## config.mk

```make
export PLATFORM = sky130hd
export DESIGN_NAME = cpu5_sequencer
export DESIGN_NICKNAME = d
export VERILOG_FILES = /design/src/rtl/cpu5_pkg.sv /design/src/rtl/cpu5_op_decode.sv /design/src/rtl/cpu5_sequencer.sv
export SDC_FILE = /design/constraint.sdc
export NUM_CORES = 1
export LEC_CHECK = 0
export ABC_AREA = 1
export CAP_MARGIN = 10
export CORE_UTILIZATION = 40
export CTS_CLUSTER_SIZE = 30
export DETAILED_ROUTE_END_ITERATION = 16
export PLACE_DENSITY = 0.76
export SYNTH_ARGS = -nofsm -noshare
export SYNTH_HDL_FRONTEND = slang
export SYNTH_HIERARCHICAL = 1
export SYNTH_SLANG_ARGS = --single-unit
```

## constraint.sdc

```tcl
create_clock -name clk -period 2.2 [get_ports clk]
set_clock_uncertainty 0.2 [all_clocks]
set_input_delay 0.66 -clock clk [delete_from_list [all_inputs] [get_ports clk]]
set_output_delay 0.66 -clock clk [all_outputs]
set_load 0.02 [all_outputs]
```

## src/rtl/cpu5_pkg.sv

```systemverilog
// Shared constants and types for the 5-bit CPU control sequencer.
package cpu5_pkg;

  localparam logic [3:0] OPC_JGT  = 4'b0011;
  localparam logic [3:0] OPC_CMPI = 4'b0100;
  localparam logic [3:0] OPC_NOP  = 4'b1000;
  localparam logic [3:0] OPC_LDI  = 4'b1110;
  localparam logic [3:0] OPC_HALT = 4'b1111;

  localparam logic [1:0] ADDR_PC  = 2'b00;
  localparam logic [1:0] ADDR_PTR = 2'b01;
  localparam logic [1:0] ADDR_MAR = 2'b10;

  typedef enum logic [2:0] {
    ST_IDLE     = 3'd0,
    ST_FETCH    = 3'd1,
    ST_DECODE   = 3'd2,
    ST_EXEC     = 3'd3,
    ST_IND_PTR  = 3'd4,
    ST_IND_DATA = 3'd5,
    ST_HALT     = 3'd6
  } state_t;

  // Per-instruction class signals; the FSM qualifies them with its state.
  typedef struct packed {
    logic [1:0] op;
    logic       imm_sel;
    logic       reg_en;
    logic       flag_en;
    logic       jmp_cond;
    logic       ld;
  } dec_t;

endpackage

```

## src/rtl/cpu5_op_decode.sv

```systemverilog
// Combinational opcode-class decode of the latched IR plus the JGT flag test.
module cpu5_op_decode
  import cpu5_pkg::*;
(
  input  logic [3:0] i_ir,
  input  logic       i_zf,
  input  logic       i_sf,
  output dec_t       o_dec
);

  always_comb begin
    o_dec = '0;
    if (i_ir == OPC_JGT) begin
      o_dec.jmp_cond = ~i_zf & ~i_sf;
    end else if (i_ir[3:2] == 2'b00) begin
      o_dec.op      = i_ir[1:0];
      o_dec.flag_en = 1'b1;
    end else if (i_ir == OPC_CMPI) begin
      o_dec.op      = i_ir[1:0];
      o_dec.imm_sel = 1'b1;
      o_dec.flag_en = 1'b1;
    end else if (i_ir[3:2] == 2'b01) begin
      o_dec.op      = i_ir[1:0];
      o_dec.imm_sel = 1'b1;
      o_dec.reg_en  = 1'b1;
    end else if (i_ir == OPC_NOP || i_ir == OPC_HALT) begin
      o_dec = '0;
    end else if (i_ir == OPC_LDI) begin
      o_dec.ld = 1'b1;
    end else begin
      o_dec.op     = i_ir[1:0];
      o_dec.reg_en = 1'b1;
    end
  end

endmodule

```

## src/rtl/cpu5_sequencer.sv

```systemverilog
// Multi-cycle fetch/decode/execute sequencer with memory handshake and LD-indirect.
module cpu5_sequencer
  import cpu5_pkg::*;
(
  input  logic       clk,
  input  logic       rst_n,
  input  logic       run,
  input  logic [3:0] opcode,
  input  logic       ZF,
  input  logic       SF,
  input  logic       CF,
  input  logic       mem_ready,
  output logic       mem_req,
  output logic [1:0] addr_sel,
  output logic       ir_en,
  output logic       pc_inc,
  output logic       mar_en,
  output logic [1:0] OP,
  output logic       REG_EN,
  output logic       FLAG_EN,
  output logic       IMM_SEL,
  output logic       JMP_SEL,
  output logic       LD_SEL,
  output logic       halted,
  output logic       retire
);

  state_t     r_state;
  state_t     w_state_next;
  logic [3:0] r_ir;
  dec_t       w_dec;
  logic       w_exec;
  logic       w_unused;

  // CF is reserved for future conditional opcodes.
  assign w_unused = CF;

  cpu5_op_decode u_decode (
    .i_ir  (r_ir),
    .i_zf  (ZF),
    .i_sf  (SF),
    .o_dec (w_dec)
  );

  always_ff @(posedge clk or negedge rst_n) begin
    if (!rst_n) begin
      r_state <= ST_IDLE;
      r_ir    <= 4'b0000;
    end else begin
      r_state <= w_state_next;
      if (ir_en) r_ir <= opcode;
    end
  end

  always_comb begin
    w_state_next = r_state;
    case (r_state)
      ST_IDLE:     if (run) w_state_next = ST_FETCH;
      ST_FETCH:    if (mem_ready) w_state_next = ST_DECODE;
      ST_DECODE: begin
        if (r_ir == OPC_HALT)  w_state_next = ST_HALT;
        else if (w_dec.ld)     w_state_next = ST_IND_PTR;
        else                   w_state_next = ST_EXEC;
      end
      ST_EXEC:     w_state_next = run ? ST_FETCH : ST_IDLE;
      ST_IND_PTR:  if (mem_ready) w_state_next = ST_IND_DATA;
      ST_IND_DATA: if (mem_ready) w_state_next = run ? ST_FETCH : ST_IDLE;
      ST_HALT:     w_state_next = ST_HALT;
      default:     w_state_next = ST_IDLE;
    endcase
  end

  assign w_exec = (r_state == ST_EXEC);

  always_comb begin
    mem_req  = 1'b0;
    addr_sel = ADDR_PC;
    ir_en    = 1'b0;
    pc_inc   = 1'b0;
    mar_en   = 1'b0;
    LD_SEL   = 1'b0;
    case (r_state)
      ST_FETCH: begin
        mem_req = 1'b1;
        ir_en   = mem_ready;
        pc_inc  = mem_ready;
      end
      ST_IND_PTR: begin
        mem_req  = 1'b1;
        addr_sel = ADDR_PTR;
        mar_en   = mem_ready;
      end
      ST_IND_DATA: begin
        mem_req  = 1'b1;
        addr_sel = ADDR_MAR;
        LD_SEL   = mem_ready;
      end
      default: ;
    endcase
  end

  // The indirect load's write-back shares REG_EN and retire with EXEC.
  assign OP      = w_exec ? w_dec.op : 2'b00;
  assign IMM_SEL = w_exec & w_dec.imm_sel;
  assign FLAG_EN = w_exec & w_dec.flag_en;
  assign JMP_SEL = w_exec & w_dec.jmp_cond;
  assign REG_EN  = (w_exec & w_dec.reg_en) | LD_SEL;
  assign retire  = w_exec | LD_SEL;
  assign halted  = (r_state == ST_HALT);

endmodule

```

==> flow_summary_export.csv <==
group,metric,value,unit
power,ir_drop,0.000666,V
route,drt_pass1_iterations,4,
outcome,violations,"negative setup slack",
power,netSwitchingFraction,48.6,%
power,internal_power,628,uW
setup_path,r2r-start,"r_state[0]",
placed_design,dpl_worst_slack,-0.839,ns
setup_path,worst_path_max_delay_cell,"or2_4",
timing,finalHoldViolations,0,
clocking,insertion_delay,0.24,ns
synth,ys_ff_latch,7,
final_layout,syn_to_final_growth,64.7,%
floorplan,die_area,1720,sq um
timing,final-setup-viol-count,1,
placed_design,dp_hpwl,1210,um
clocking,cts_root_buffer,"clkbuf_4",
timing,fin_ws,-0.00552,ns
route,wl,1500,um
clocking,clk_pin_slew,0.05,ns
setup_path,crit_arrival,1.35,ns
clocking,ctsLongestPathBuffers,2,
grt,grt_max_degree,8,
floorplan,start_util,45.2,%
final_layout,antennaDiodeCount,0,
floorplan,fp.dieW,41.5,um
route,drt-initial-drc-count,12,
synth,synth.top_cells.by_area,"dfrtp_1 (28%), nand2_1 (19%), inv_1 (11%)",
synth,yosysTopAreaCellShare,28.1,%
setup_path,required,1.34,ns
power,switchingPower,595,uW
power,power.density,1190,nW/um^2
synth,syn_area,624,sq um
setup_path,cp-start-kind,"input port",
synth,synth_cell_types,22,
clocking,cts_buffers,3,
timing,fin_crit,2.21,ns
setup_path,critPathLaunch,"SF",
route,drtAntennaViolNets,0,
timing,relSlewSlack,80.0,%
grt,grt_antenna_before_repair,0,
route,route.detailed.drc,0,
clocking,cts_setup_buffers,0,
timing,fin_crit_sh,100,%
flow_run,drv_cap,0,
synth,synth_area_per_cell,6.00,sq um
setup_path,cp_max_fo,1,
grt,grt_overflow,0,
final_layout,fillers,127,
clocking,htreeDepth,1,
hold_path,min_from,"r_ir[3]",
timing,fmax,453,MHz
synth,seq_area_frac_synth,28.1,%
floorplan,pin_count,26,
power,combPwrFrac,66.4,%
setup_path,cp-end-kind,"primary output",
timing,hold_slack,0.461,ns
setup_path,max_stage_delay,0.25,ns
setup_path,path_cells,"buf_6 -> or2_4 -> nor2_4 -> inv_2 -> nor2_4 -> buf_6",
synth,synth_fp_nets,115,
final_layout,layout-drive-gt1-share,47.3,%
power,clockPowerShare,9.0,%
timing,rsz0062_at_grt,"true",
clocking,cts_sinks,7,
outcome,status,"finished with violations",
grt,grt_pass1_vias,654,
floorplan,dieHeight,41.5,um
synth,syn-instance-count,104,
power,pwr-share-seq,24.6,%
synth,yosysWarnings,6,
route,vias_per_cell,4.57,
placed_design,place_congestion,0.813,
setup_path,cp.depth,6,
floorplan,core_area,1380,sq um
timing,tightest_slew,0.299,ns
final_layout,final_net_count,158,
setup_path,r2r_cells,7,
hold_path,hold_depth,3,
power,leakage,0.560,nW
placed_design,place_area,987,sq um
placed_design,port_buffers,24,
route,wl_per_cell,9.34,um
setup_path,path_class,"input port to primary output",
hold_path,min_path_type,"flip-flop to flip-flop",
grt,grt_usage,18.5,%
clocking,cts_tree,"done",
synth,synth_top_cell_by_area,"dfrtp_1",
grt,grt_pass1_wl,2520,um
route,vias,735,
setup_path,worst-path-buf-inv,3,
floorplan,rows,13,
setup_path,crit_family,"simple AND/OR/NAND/NOR gates",
timing,final_max_slew_viol_count,0,
final_layout,final_cell_area,1030,sq um
==> what timing repair did <==
item | in CTS | in global routing
hold buffers | 0 | 0
pin swaps | 6 | 7
resized for setup | 70 | 31
setup endpoints to repair | 15 | 14
==> synthesized netlist by cell type (all sizes together) <==
| master | n |
|---|---|
| nand2 | 36 |
| nand3 | 6 |
| dfrtp | 7 |
| a21oi | 1 |
| nor2 | 21 |
| inv | 21 |
| buf | 2 |
| or2 | 1 |
| o21ai | 3 |
| clkinv | 1 |
| nor3 | 3 |
| o21bai | 1 |
| o21a | 1 |
==> tightest hold or removal path, stage by stage (launching register included) <==
cell and delay (ns):
dfrtp_2 0.40, buf_4 0.13, nand2_1 0.04, nand2_1 0.05
==> area by class of cell <==
| type | count | area, sq um | area share, % |
|---|---|---|---|
| multi-input cells | 73 | 405 | 39.4 |
| well taps | 15 | 18.8 | 1.82 |
| inverters | 22 | 86.3 | 8.39 |
| clock buffers | 4 | 26.3 | 2.55 |
| flip-flops and latches | 7 | 181 | 17.6 |
| repair buffers | 40 | 310 | 30.2 |
==> power by group through the flow <==
stage	sequential (mW)	combinational (mW)	clock, mW
5_1_grt	0.312	0.906	0.126
3_3_place_gp	0.271	0.783	0
6_report	0.301	0.812	0.110
2_1_floorplan	0.255	0.501	0
3_5_place_dp	0.275	0.801	0
4_1_cts	0.277	0.775	0.114
==> cell families (layout without fill, tap and decap cells) <==
kind of cell	count (synthesis)	in the layout	share of synthesized area, %
DFF	7	7	28.1
AOI/OAI and AO/OA	6	6	6.21
and+or+nand+nor	67	67	49.3
buffers and inverters	24	66	16.4
==> layer usage <==
metal	part of all wire [%]	up-vias	global-route usage [%]
li1	-	391	-
met3	4.5	4	5.22
met4	1.8	0	9.68
met1	42	315	21.3
met2	52	25	30.9
met5	0	-	0
==> flip-flops by register name, indices dropped and copies added, names as in the netlist <==
signal   flops
r_state      3
r_ir         4
==> metrics by stage <==
stage	cells	TNS, ns	utilization, %	power, mW
final	161	-0.00552	74.4	1.22
after global routing	161	-0.163	74.4	1.34
after CTS	161	0	71.6	1.17
after detailed placement	157	-5.66	71.4	1.08
after global placement	157	-5.29	71.4	1.05
after floorplan	104	0	-	0.756
==> path summary, 6_finish.rpt <==
check,slack [ns],endpoint
setup / recovery,-0.006,JMP_SEL
max in group asynchronous,1.08,r_state[2]
min in group asynchronous,0.47,r_ir[2]
setup reg to reg,0.74,r_state[2]
hold reg to reg,0.46,r_ir[3]
hold / removal,0.46,r_ir[3]
==> placed cells by master, fill, tap and decap left out, types with 2 or more instances in the layout <==
master,n
clkdlybuf4s50_1,6
nor2_2,5
nand2_2,6
nor2_1,12
nand2_1,30
dfrtp_1,2
dfrtp_2,5
inv_1,15
inv_2,5
buf_4,20
o21ai_1,2
buf_2,8
nor2_4,4
nand3_4,2
buf_6,3
nand3_1,4
clkbuf_4,3
Note: power is estimated with default switching activity, not from simulation.
